--- src/rtl/perceptron_trainer.sv ---
// Perceptron learning sequencer: load sample, trigger neuron, classify, apply update on a miss.
// Latency: match -> done 2 cycles after neuron_done; mismatch -> weight_write +3, done +4.
// No backpressure: start is only accepted in IDLE, requests while busy are dropped.
module perceptron_trainer #(
    parameter int LR_SHIFT     = 4,
    parameter int DONE_TIMEOUT = 255
) (
    input  logic        clk,
    input  logic        rst_n,
    input  logic        start,
    input  logic [15:0] x1,
    input  logic [15:0] x2,
    input  logic        target,
    input  logic        clear_cnt,
    input  logic [15:0] weight1,
    input  logic [15:0] weight2,
    input  logic [15:0] neuron_result,
    input  logic        neuron_done,
    output logic [15:0] data_in1,
    output logic [15:0] data_in2,
    output logic        input_write,
    output logic        neuron_start,
    output logic [15:0] weight1_new,
    output logic [15:0] weight2_new,
    output logic        weight_write,
    output logic        busy,
    output logic        done,
    output logic        error,
    output logic        timeout,
    output logic [15:0] err_cnt
);

    typedef enum logic [2:0] {
        S_IDLE, S_LOAD_IN, S_START, S_WAIT_RES, S_EVAL, S_UPDATE, S_WRITE_W, S_FINISH
    } state_t;

    localparam int CW = (DONE_TIMEOUT > 1) ? $clog2(DONE_TIMEOUT) : 1;
    localparam logic [CW-1:0] TMO_LAST = CW'(DONE_TIMEOUT - 1);

    state_t         state;
    state_t         state_nxt;
    logic [CW-1:0]  tmo_cnt;
    logic           tmo_hit;
    logic           target_r;
    logic [15:0]    result_r;
    logic           mismatch;
    logic signed [15:0] d1;
    logic signed [15:0] d2;

    assign tmo_hit  = (tmo_cnt == TMO_LAST);
    // Sign bit set means class -1; a zero result counts as +1.
    assign mismatch = (result_r[15] == target_r);
    assign d1       = $signed(data_in1) >>> LR_SHIFT;
    assign d2       = $signed(data_in2) >>> LR_SHIFT;

    function automatic logic [15:0] sat_step(input logic [15:0] w, input logic [15:0] d,
                                             input logic add);
        logic [16:0] s;
        s = add ? ({w[15], w} + {d[15], d}) : ({w[15], w} - {d[15], d});
        if (s[16] != s[15])
            return s[16] ? 16'h8000 : 16'h7FFF;
        return s[15:0];
    endfunction

    always_ff @(posedge clk or negedge rst_n) begin
        if (!rst_n)
            state <= S_IDLE;
        else
            state <= state_nxt;
    end

    always_comb begin
        state_nxt = state;
        unique case (state)
            S_IDLE:     if (start) state_nxt = S_LOAD_IN;
            S_LOAD_IN:  state_nxt = S_START;
            S_START:    state_nxt = S_WAIT_RES;
            S_WAIT_RES: begin
                if (neuron_done)
                    state_nxt = S_EVAL;
                else if (tmo_hit)
                    state_nxt = S_FINISH;
            end
            S_EVAL:     state_nxt = mismatch ? S_UPDATE : S_FINISH;
            S_UPDATE:   state_nxt = S_WRITE_W;
            S_WRITE_W:  state_nxt = S_FINISH;
            S_FINISH:   state_nxt = S_IDLE;
            default:    state_nxt = S_IDLE;
        endcase
    end

    always_comb begin
        input_write  = (state == S_LOAD_IN);
        neuron_start = (state == S_START);
        weight_write = (state == S_WRITE_W);
        done         = (state == S_FINISH);
        busy         = (state != S_IDLE);
    end

    always_ff @(posedge clk or negedge rst_n) begin
        if (!rst_n) begin
            data_in1    <= '0;
            data_in2    <= '0;
            target_r    <= 1'b0;
            tmo_cnt     <= '0;
            result_r    <= '0;
            weight1_new <= '0;
            weight2_new <= '0;
            error       <= 1'b0;
            timeout     <= 1'b0;
            err_cnt     <= '0;
        end else begin
            if (state == S_IDLE && start) begin
                data_in1 <= x1;
                data_in2 <= x2;
                target_r <= target;
            end

            if (state == S_START)
                tmo_cnt <= '0;
            else if (state == S_WAIT_RES && !neuron_done && !tmo_hit)
                tmo_cnt <= tmo_cnt + 1'b1;

            if (state == S_WAIT_RES && neuron_done)
                result_r <= neuron_result;

            if (state == S_UPDATE) begin
                weight1_new <= sat_step(weight1, d1, target_r);
                weight2_new <= sat_step(weight2, d2, target_r);
            end

            // Flags are latched on entry to FINISH so they are valid alongside done.
            if (state_nxt == S_FINISH && state != S_FINISH) begin
                error   <= (state == S_WRITE_W);
                timeout <= (state == S_WAIT_RES);
            end

            if (clear_cnt)
                err_cnt <= '0;
            else if (state == S_FINISH && error && err_cnt != 16'hFFFF)
                err_cnt <= err_cnt + 16'd1;
        end
    end

endmodule

--- config.mk ---
export PLATFORM = sky130hd
export DESIGN_NAME = perceptron_trainer
export DESIGN_NICKNAME = d
export VERILOG_FILES = /design/src/rtl/perceptron_trainer.sv
export SDC_FILE = /design/constraint.sdc
export NUM_CORES = 1
export LEC_CHECK = 0
export CORE_ASPECT_RATIO = 0.9
export CORE_MARGIN = 2
export CORE_UTILIZATION = 49
export DETAILED_ROUTE_END_ITERATION = 8
export GPL_TIMING_DRIVEN = 0
export PLACE_DENSITY = 0.85
export SETUP_SLACK_MARGIN = 0.15
export SLEW_MARGIN = 0
export SYNTH_ARGS = -nofsm -noshare
export SYNTH_HDL_FRONTEND = slang
export SYNTH_SLANG_ARGS = --single-unit
--- constraint.sdc ---
create_clock -name clk -period 4.7 [get_ports clk]
set_input_delay 0.47 -clock clk [delete_from_list [all_inputs] [get_ports clk]]
set_output_delay 0.47 -clock clk [all_outputs]
set_load 0.02 [all_outputs]
==> metrics.txt, run 1 <==
outcome complete, no violations; transition time of the tightest slew-check pin 0.9494 ns; Critical Path Stages 13; critical register-to-register path startpoint target_r; number of design rule violations left after detail routing 0; R2R Path End weight1_new[5]; growth of design area from synthesis to finish 33.07%; area share of the largest cell type after synthesis 37.77%; area fraction in compound gates after synthesis 18.37%; Inserted Diodes 0; CTS tree done; antenna violations before repair 0; Comb power frac 71.4%; PD cells 911.0 mW/mm^2; power dissipated by switching net loads 3.735 mW; height of the die 111.5 um; Unique masters post-synth 69; critical path's largest stage delay 0.53 ns; share of the synthesized netlist area taken by xor and xnor gates 10.26%; max-slew violations 0; max-cap check violation count 0; worst reg2reg setup slack 0.77 ns; wirelength, routed 15960 um; critical path fanouts, max 10; CTS-repair resized insts 0; final std cells w/o fill 1009; # hold bufs at CTS 0; cells taking the most area after synthesis sky130_fd_sc_hd__dfrtp_1 38%, sky130_fd_sc_hd__ha_1 7.4%, sky130_fd_sc_hd__mux2_2 6.6%; top flip-flop cell by instance count after synthesis sky130_fd_sc_hd__dfrtp_1; instance count of the mapped netlist 672; via count normalized by instance count 5.438; root cell of the clock tree sky130_fd_sc_hd__clkbuf_16; main combinational cell family by area after synthesis compound AO/OA/AOI/OAI gates; number of cells after detailed placement 993; Setup TNS 0 ns; highest attainable clock frequency 254.6 MHz; global-route wire length before repair 25720 um; aggregate global-route resource usage 23.52%; Int Power 3.896 mW; CTS clk-pin slew, worst paths 0.07 ns; HPWL reported at the end of detailed placement 12460 um; DP Area 0.008087 sq mm; sequential cell area in the final layout 0.002377 sq mm; summed instance area of the synthesized netlist 0.006295 sq mm; post-synth top area cell sky130_fd_sc_hd__dfrtp_1; Die Footprint 0.01377 sq mm; Antenna Violating Nets Remaining 0; Seq cells post-synth 95; type of destination of the critical path flip-flop; share of flip-flops with an asynchronous set or reset after synthesis 100.0%; most frequent cells in the layout 155 x sky130_fd_sc_hd__clkdlybuf4s50_1, 95 x sky130_fd_sc_hd__dfrtp_1, 75 x sky130_fd_sc_hd__nand2_1; slowest library cell on the worst path sky130_fd_sc_hd__dfrtp_1; data required time of the critical path 4.98 ns; most common cell after layout, fill and taps aside sky130_fd_sc_hd__clkdlybuf4s50_1; number of clock buffers inserted by TritonCTS 9; sequential power share 19.1%; yosys warns 0; number of levels in the clock H-tree 3; relative contribution of the clock network to total power 9.5%; path depth of the worst reg2reg path 13; width of the chip 123.5 um; wire length per cell 15.81 um; largest net degree at the start of global routing 70; via count of the first global-routing pass 5317; simple-gate share of the synthesized area 15.44%; buffer levels on the longest clock path 2; Syn Nets 797; worst-case headroom to the max-slew limit 36.57%; final critical-path required period 3.928 ns; P_leak 3.603 nW; Worst Setup Path Type flip-flop to flip-flop; starting utilization of the core area 49.81%; Critical Path Most Common Cell sky130_fd_sc_hd__clkbuf_1; clock sinks 95; kind of launch point of the worst setup path flip-flop; total global routing overflow 0; unrepaired setup endpoints after global routing no; Critical path buffers and inverters 3; Post-CTS Setup Inserts 0; type of the most critical hold path input pin to asynchronous set/reset pin; Power Total 7.631 mW; share of cells above drive strength 1 10.41%; mean cell area of the mapped netlist 9.367 sq um; final critical-path share of the clock period 83.56%; Final nets 965; endpoint arrival time on the critical path 4.20 ns; number of input and output port buffers inserted 156; clock latency reported for the late side of the worst-skew pair 0.35 ns; overall via count from detail_route 5487; final worst clock skew 0.008424 ns; number of top-level design ports 173; number of iterations in the first detailed-routing pass 4; post-route design area 0.008377 sq mm; critical path, cell by cell clkbuf_1 -> clkbuf_1 -> nor2_1 -> xor2_1 -> ha_1 -> o211ai_1 -> o21a_2 -> a21oi_2 -> nor4_2 -> a311oi_4 -> o21bai_2 -> buf_2 -> o21ai_1; switching part of the total power 48.94%; endpoints failing hold 0; kind of cell adding the most delay to the critical path compound AO/OA/AOI/OAI gates; Placement Rows 39; post-synthesis adder-cell area fraction 8.308%; proportion of synthesized area in mux cells 6.937%; Filler cells 1011; fraction of the yosys area taken by sequential cells 37.77%; Worst IR Drop VDD 0.5294 mV; area occupied by multi-input gates 0.003734 sq mm; number of design-rule violations left by the first detailed-router iteration 360; number of setup violations in the final report 0; weighted congestion at the end of routability-driven global placement 0.9470; Post-synth EDFFs 0; core box area 0.01264 sq mm
worst max path at each step:
stage | startpoint | end | slack, ns
after floorplan | data_in1[10] | weight1_new[9] | 1.39
after global placement | rst_n | data_in2[0] | -0.45
after detailed placement | target_r | weight1_new[13] | 0.74
after CTS | target_r | weight1_new[13] | 0.71
after global routing | target_r | weight1_new[5] | 0.38
final | target_r | weight1_new[5] | 0.77
layer usage:
layer,routed length [um],global-route usage (%),vias to the layer above
li1,-,-,2720
met1,7140,30.52,2558
met2,7251,37.51,191
met3,1330,7.684,18
met4,235,6.667,0
met5,0,0,-
cells by family after synthesis:
family          count (synthesis)
simple gates                  203
compound gates                183
flops                          95
xor+xnor                       69
buf+inv                        42
fa+ha+maj                      41
mux                            39
registers in the layout (all words and copies together) (netlist names):
signal,flops
data_in2,16
error,1
timeout,1
result_r,1
err_cnt,16
state,3
weight1_new,16
data_in1,16
target_r,1
weight2_new,16
tmo_cnt,8
final cells by class:
cell class	instances	share of cell area [%]
clock inverters	6	0.6124
well taps	164	2.450
plain buffers	25	1.434
inverters	17	0.7618
clock buffers	10	2.853
repair buffers	157	18.94
multi-input cells	535	44.57
flip-flops and latches	95	28.38
worst register-to-register path, delay by kind of cell (launching register included):
family,cells,cell delay (ns)
XOR/XNOR,1,0.18
AO/OA/AOI/OAI,6,1.49
flip-flops,1,0.53
adder cells (fa/ha/maj),1,0.39
AND/OR/NAND/NOR,2,0.23
buffers and inverters,3,1.02
metrics by stage:
step | util [%] | hold slack [ns] | setup WS [ns]
final | 66.28 | 0.02787 | 0.7725
after detailed placement | 63.98 | 0.4181 | 0.7389
after global routing | 66.28 | 0.04606 | 0.3813
after CTS | 66.28 | 0.03446 | 0.7098
after floorplan | - | 0.1744 | 1.394
after global placement | 63.79 | 0.4683 | -0.4527
cell usage after synthesis (3+ instances only):
| cell | number |
|---|---|
| sky130_fd_sc_hd__dfrtp_1 | 95 |
| sky130_fd_sc_hd__nand2_1 | 75 |
| sky130_fd_sc_hd__a21oi_1 | 67 |
| sky130_fd_sc_hd__nor2_1 | 59 |
| sky130_fd_sc_hd__xor2_1 | 47 |
| sky130_fd_sc_hd__o21ai_1 | 39 |
| sky130_fd_sc_hd__ha_1 | 37 |
| sky130_fd_sc_hd__mux2_2 | 37 |
| sky130_fd_sc_hd__xnor2_1 | 18 |
| sky130_fd_sc_hd__inv_1 | 17 |
| sky130_fd_sc_hd__o21ai_0 | 17 |
| sky130_fd_sc_hd__clkbuf_1 | 14 |
| sky130_fd_sc_hd__nand3_1 | 12 |
| sky130_fd_sc_hd__nor3_1 | 9 |
| sky130_fd_sc_hd__a21o_1 | 8 |
| sky130_fd_sc_hd__and3_1 | 8 |
| sky130_fd_sc_hd__o31ai_1 | 7 |
| sky130_fd_sc_hd__nand4_1 | 6 |
| sky130_fd_sc_hd__a211oi_1 | 5 |
| sky130_fd_sc_hd__a31oi_1 | 5 |
| sky130_fd_sc_hd__nand2b_1 | 5 |
| sky130_fd_sc_hd__and4_1 | 4 |
| sky130_fd_sc_hd__buf_1 | 4 |
| sky130_fd_sc_hd__nor3b_1 | 4 |
| sky130_fd_sc_hd__o211ai_1 | 4 |
| sky130_fd_sc_hd__o21a_1 | 4 |
| sky130_fd_sc_hd__a21oi_2 | 3 |
| sky130_fd_sc_hd__buf_2 | 3 |
| sky130_fd_sc_hd__nor4_1 | 3 |
| sky130_fd_sc_hd__nor4_2 | 3 |
| sky130_fd_sc_hd__o21ai_2 | 3 |
| sky130_fd_sc_hd__or3_1 | 3 |
power by group through the flow:
stage	Clock (mW)	Combinational [mW]	Sequential, mW
after floorplan	0	3.60	1.74
after global placement	0	5.30	1.46
after detailed placement	0	5.41	1.47
after CTS	0.741	5.44	1.46
after global routing	0.778	6.00	1.51
final	0.722	5.45	1.46
No activity file was read; power rests on OpenSTA's default activity.
==> run 2, diff against run 1 <==
- clock period: 4.7 -> 3.92 ns (I/O delays scaled with it)
==> metrics.txt, run 2 (synthesized netlist as in run 1, its figures left out) <==
outcome complete, no violations; kind of launch point of the worst setup path flip-flop; core box area 0.01264 sq mm; Inserted Diodes 0; transition time of the tightest slew-check pin 0.9589 ns; critical path, cell by cell inv_1 -> ha_1 -> nor3b_4 -> a311oi_2 -> a21o_2 -> ha_1 -> a21oi_4 -> a21oi_2 -> and3_1 -> a211o_1 -> a311oi_4 -> buf_4 -> o21bai_2 -> buf_2 -> o21ai_1; number of input and output port buffers inserted 156; P_leak 3.637 nW; final critical-path required period 3.579 ns; Final nets 969; Antenna Violating Nets Remaining 0; type of the most critical hold path input pin to flip-flop; growth of design area from synthesis to finish 34.31%; CTS tree done; number of setup violations in the final report 0; largest net degree at the start of global routing 70; Worst IR Drop VDD 0.6354 mV; data required time of the critical path 4.20 ns; endpoint arrival time on the critical path 3.86 ns; critical path's largest stage delay 0.44 ns; post-route design area 0.008454 sq mm; Critical path buffers and inverters 3; wire length per cell 15.92 um; most common cell after layout, fill and taps aside sky130_fd_sc_hd__clkdlybuf4s50_1; final std cells w/o fill 1013; root cell of the clock tree sky130_fd_sc_hd__clkbuf_16; DP Area 0.008087 sq mm; number of iterations in the first detailed-routing pass 5; kind of cell adding the most delay to the critical path compound AO/OA/AOI/OAI gates; aggregate global-route resource usage 23.55%; via count normalized by instance count 5.451; clock sinks 95; height of the die 111.5 um; highest attainable clock frequency 279.4 MHz; global-route wire length before repair 25760 um; number of clock buffers inserted by TritonCTS 9; Critical Path Most Common Cell sky130_fd_sc_hd__ha_1; antenna violations before repair 0; worst-case headroom to the max-slew limit 35.93%; clock latency reported for the late side of the worst-skew pair 0.35 ns; overall via count from detail_route 5522; Worst Setup Path Type flip-flop to flip-flop; max-slew violations 0; Setup TNS 0 ns; critical path fanouts, max 10; slowest library cell on the worst path sky130_fd_sc_hd__dfrtp_1; PD cells 1102 mW/mm^2; number of cells after detailed placement 993; final worst clock skew 0.008316 ns; CTS clk-pin slew, worst paths 0.07 ns; Filler cells 1002; unrepaired setup endpoints after global routing no; number of design rule violations left after detail routing 0; HPWL reported at the end of detailed placement 12460 um; total global routing overflow 0; Placement Rows 39; number of levels in the clock H-tree 3; width of the chip 123.5 um; endpoints failing hold 0; area occupied by multi-input gates 0.003771 sq mm; via count of the first global-routing pass 5333; most frequent cells in the layout 155 x sky130_fd_sc_hd__clkdlybuf4s50_1, 94 x sky130_fd_sc_hd__dfrtp_1, 75 x sky130_fd_sc_hd__nand2_1; weighted congestion at the end of routability-driven global placement 0.9470; sequential cell area in the final layout 0.002379 sq mm; number of top-level design ports 173; share of cells above drive strength 1 11.66%; wirelength, routed 16130 um; max-cap check violation count 0; buffer levels on the longest clock path 2; number of design-rule violations left by the first detailed-router iteration 450; Power Total 9.317 mW; final critical-path share of the clock period 91.31%; Die Footprint 0.01377 sq mm; type of destination of the critical path flip-flop; starting utilization of the core area 49.81%
[run 2: changes by cell type in the layout (fill, tap and decap cells not counted), sizes merged]
| cell | delta |
|---|---|
| buf | +3 |
| dlygate4sd3 | +1 |
[run 2: final timing paths]
kind | depth (start not counted) | slack, ns | startpoint | to
max | 15 | 0.34 | data_in1[4] | weight1_new[5]
max reg2reg | 15 | 0.34 | data_in1[4] | weight1_new[5]
max in group asynchronous | 3 | 2.75 | rst_n | target_r
min in group asynchronous | 2 | 0.49 | rst_n | tmo_cnt[4]
min | 2 | 0.36 | clear_cnt | err_cnt[1]
min reg2reg | 2 | 0.49 | weight1_new[8] | weight1_new[8]
[run 2: repair_timing]
action,4_1_cts,5_1_grt
setup buffers,0,3
hold buffers,1,0
gates cloned,0,0
endpoints found under the hold margin,26,0
pin swaps,0,2
setup endpoints to repair,29,30
gates resized for setup,2,13
[run 2: area by class of cell]
type | count | area share (%)
clock buffer | 10 | 2.827
multi-input combinational | 535 | 44.61
sequential | 95 | 28.13
clock inverter | 6 | 0.6068
buffer | 25 | 1.495
tap | 164 | 2.427
inverter | 17 | 0.7548
timing repair buffer | 161 | 19.15
[run 2: stage by stage]
| step | hold WS [ns] | util (%) | setup slack (ns) |
|---|---|---|---|
| after floorplan | 0.09641 | - | 0.6136 |
| after global placement | 0.4683 | 63.79 | -1.155 |
| after detailed placement | 0.3401 | 63.98 | -0.04109 |
| after CTS | 0.3510 | 66.38 | 0.1847 |
| after global routing | 0.3879 | 66.89 | 0.1463 |
| final | 0.3590 | 66.89 | 0.3406 |
[run 2: where the power goes]
part / internal, mW / switching (mW) / total [mW]
sequential: 1.37 / 0.395 / 1.76
combinational: 2.95 / 3.73 / 6.69
clock: 0.457 / 0.409 / 0.866
[run 2: layer usage]
metal  wire length (um)  track usage (%)  vias up
met1               7172            30.55     2572
li1                   -                -     2733
met5                  0                0        -
met4                235            6.667        0
met2               7336            37.58      199
met3               1386            7.684       18
==> run 3, diff against run 2 <==
- CORE_ASPECT_RATIO: 0.9 -> 1.5
==> metrics.txt, run 3 (synthesized netlist as in run 1, its figures left out) <==
Power Total 9.493 mW; endpoint arrival time on the critical path 3.87 ns; via count of the first global-routing pass 5498; PD cells 1115 mW/mm^2; largest net degree at the start of global routing 54; area occupied by multi-input gates 0.003806 sq mm; worst hold margin 0.03663 ns; clock latency reported for the late side of the worst-skew pair 0.34 ns; wire length per cell 16.62 um; number of iterations in the first detailed-routing pass 5; final worst clock skew 0.008633 ns; transition time of the tightest slew-check pin 0.9080 ns; core box area 0.01251 sq mm; most common cell after layout, fill and taps aside sky130_fd_sc_hd__clkdlybuf4s50_1; number of setup violations in the final report 0; type of the most critical hold path input pin to asynchronous set/reset pin; total global routing overflow 0; most frequent cells in the layout 155 x sky130_fd_sc_hd__clkdlybuf4s50_1, 93 x sky130_fd_sc_hd__dfrtp_1, 75 x sky130_fd_sc_hd__nand2_1; CTS clk-pin slew, worst paths 0.07 ns; CTS tree done; Filler cells 1008; kind of launch point of the worst setup path flip-flop; DP Area 0.008077 sq mm; final critical-path share of the clock period 92.23%; number of design rule violations left after detail routing 0; worst slack at placement -0.2337 ns; width of the chip 96.55 um; wirelength, routed 16720 um; share of cells above drive strength 1 12.01%; max-cap check violation count 0; global-route wire length before repair 25990 um; number of design-rule violations left by the first detailed-router iteration 184; global route hottest layer met2; unrepaired setup endpoints after global routing yes; P_leak 3.668 nW; starting utilization of the core area 50.31%; Worst IR Drop VDD 0.6183 mV; number of top-level design ports 173; number of input and output port buffers inserted 156; Die Footprint 0.01379 sq mm; via count normalized by instance count 5.595; clock sinks 95; HPWL reported at the end of detailed placement 12980 um; Final nets 969; height of the die 142.8 um; buffer levels on the longest clock path 2; critical path fanouts, max 10; Antenna Violating Nets Remaining 0; outcome complete, no violations; aggregate global-route resource usage 24.11%; worst-case headroom to the max-slew limit 39.33%; data required time of the critical path 4.18 ns; endpoints failing hold 0; max-slew violations 0; type of destination of the critical path flip-flop; root cell of the clock tree sky130_fd_sc_hd__clkbuf_16; global routing usage on met1 26.41%; number of levels in the clock H-tree 3; number of clock buffers inserted by TritonCTS 9; weighted congestion at the end of routability-driven global placement 0.9135; antenna violations before repair 0; final critical-path required period 3.616 ns; highest attainable clock frequency 276.6 MHz; Worst Setup Path Type flip-flop to flip-flop; growth of design area from synthesis to finish 35.24%; setup ws final 0.3045 ns; overall via count from detail_route 5629; grt met3 use 4.274%; sequential cell area in the final layout 0.002380 sq mm; post-route design area 0.008513 sq mm; met2 Use GR 43.86%; Placement Rows 50
[run 3: cell count changes in the layout (fill, tap and decap cells not counted), sizes merged]
| cell | previous run | this run |
|---|---|---|
| clkinvlp | 2 | 0 |
| dlygate4sd3 | 1 | 0 |
| diode | 0 | 1 |
| xnor2 | 20 | 21 |
| bufinv | 0 | 2 |
[run 3: final timing paths]
| check | endpoint | cells past startpoint | slack, ns | from |
|---|---|---|---|---|
| min in group clk | err_cnt[0] | 2 | 0.39 | clear_cnt |
| max in group asynchronous | data_in1[9] | 2 | 3.20 | rst_n |
| worst min register to register | weight2_new[13] | 2 | 0.48 | weight2_new[13] |
| worst min-delay path | tmo_cnt[2] | 1 | 0.04 | rst_n |
| worst max-delay path | weight1_new[8] | 14 | 0.30 | data_in1[4] |
| worst max register to register | weight1_new[8] | 14 | 0.30 | data_in1[4] |
[run 3: metal layers]
| metal | routed length, um | share of wire, % | vias up |
|---|---|---|---|
| met5 | 0 | 0 | - |
| met4 | 734 | 4.4 | 0 |
| met3 | 716 | 4.3 | 43 |
| met1 | 6343 | 38 | 2696 |
| li1 | - | - | 2742 |
| met2 | 8928 | 53 | 148 |
[run 3: power by group]
part	internal, mW	switching [mW]	total (mW)
registers	1.37	0.392	1.76
logic	2.96	3.80	6.76
clock network	0.582	0.392	0.974
total	4.91	4.58	9.49
[run 3: timing repair]
item                                    in CTS  in global routing
endpoints found under the setup margin      32                 30
hold buffers                                 0                  0
gates resized for setup                      4                 13
gates cloned                                 0                  1
hold endpoints to repair                     0                  0
buffers inserted                             0                  3
pin swaps                                    0                  5
[run 3: layout make-up]
| class | count | share of cell area [%] |
|---|---|---|
| multi-input cells | 536 | 44.71 |
| flip-flops and latches | 95 | 27.95 |
| repair buffers | 160 | 18.90 |
| clock buffers | 10 | 2.807 |
| well taps | 156 | 2.293 |
| plain buffers | 25 | 1.484 |
| clock inverters | 6 | 1.073 |
| inverters | 17 | 0.7496 |
| diodes | 1 | 0.02939 |
[run 3: worst max-delay path, stage by stage, from the launching register on]
cell and delay (ns):
sky130_fd_sc_hd__dfrtp_1 0.43, sky130_fd_sc_hd__inv_1 0.10, sky130_fd_sc_hd__ha_1 0.17, sky130_fd_sc_hd__nor3b_4 0.28, sky130_fd_sc_hd__a311oi_2 0.16, sky130_fd_sc_hd__a21o_2 0.25
sky130_fd_sc_hd__ha_1 0.39, sky130_fd_sc_hd__a21oi_4 0.23, sky130_fd_sc_hd__a21oi_2 0.12, sky130_fd_sc_hd__and3_1 0.18, sky130_fd_sc_hd__a211o_1 0.29, sky130_fd_sc_hd__a311oi_4 0.38
sky130_fd_sc_hd__o21bai_2 0.15, sky130_fd_sc_hd__buf_2 0.21, sky130_fd_sc_hd__o21ai_1 0.17
[run 3: per-stage QoR]
step / setup TNS (ns) / util [%] / instances
floorplan: 0 / - / 672
CTS: 0 / 67.23 / 1001
finish: 0 / 68.04 / 1006
global route: 0 / 68.02 / 1005
global placement: -104.23 / 64.35 / 984
detailed placement: -4.628 / 64.55 / 985
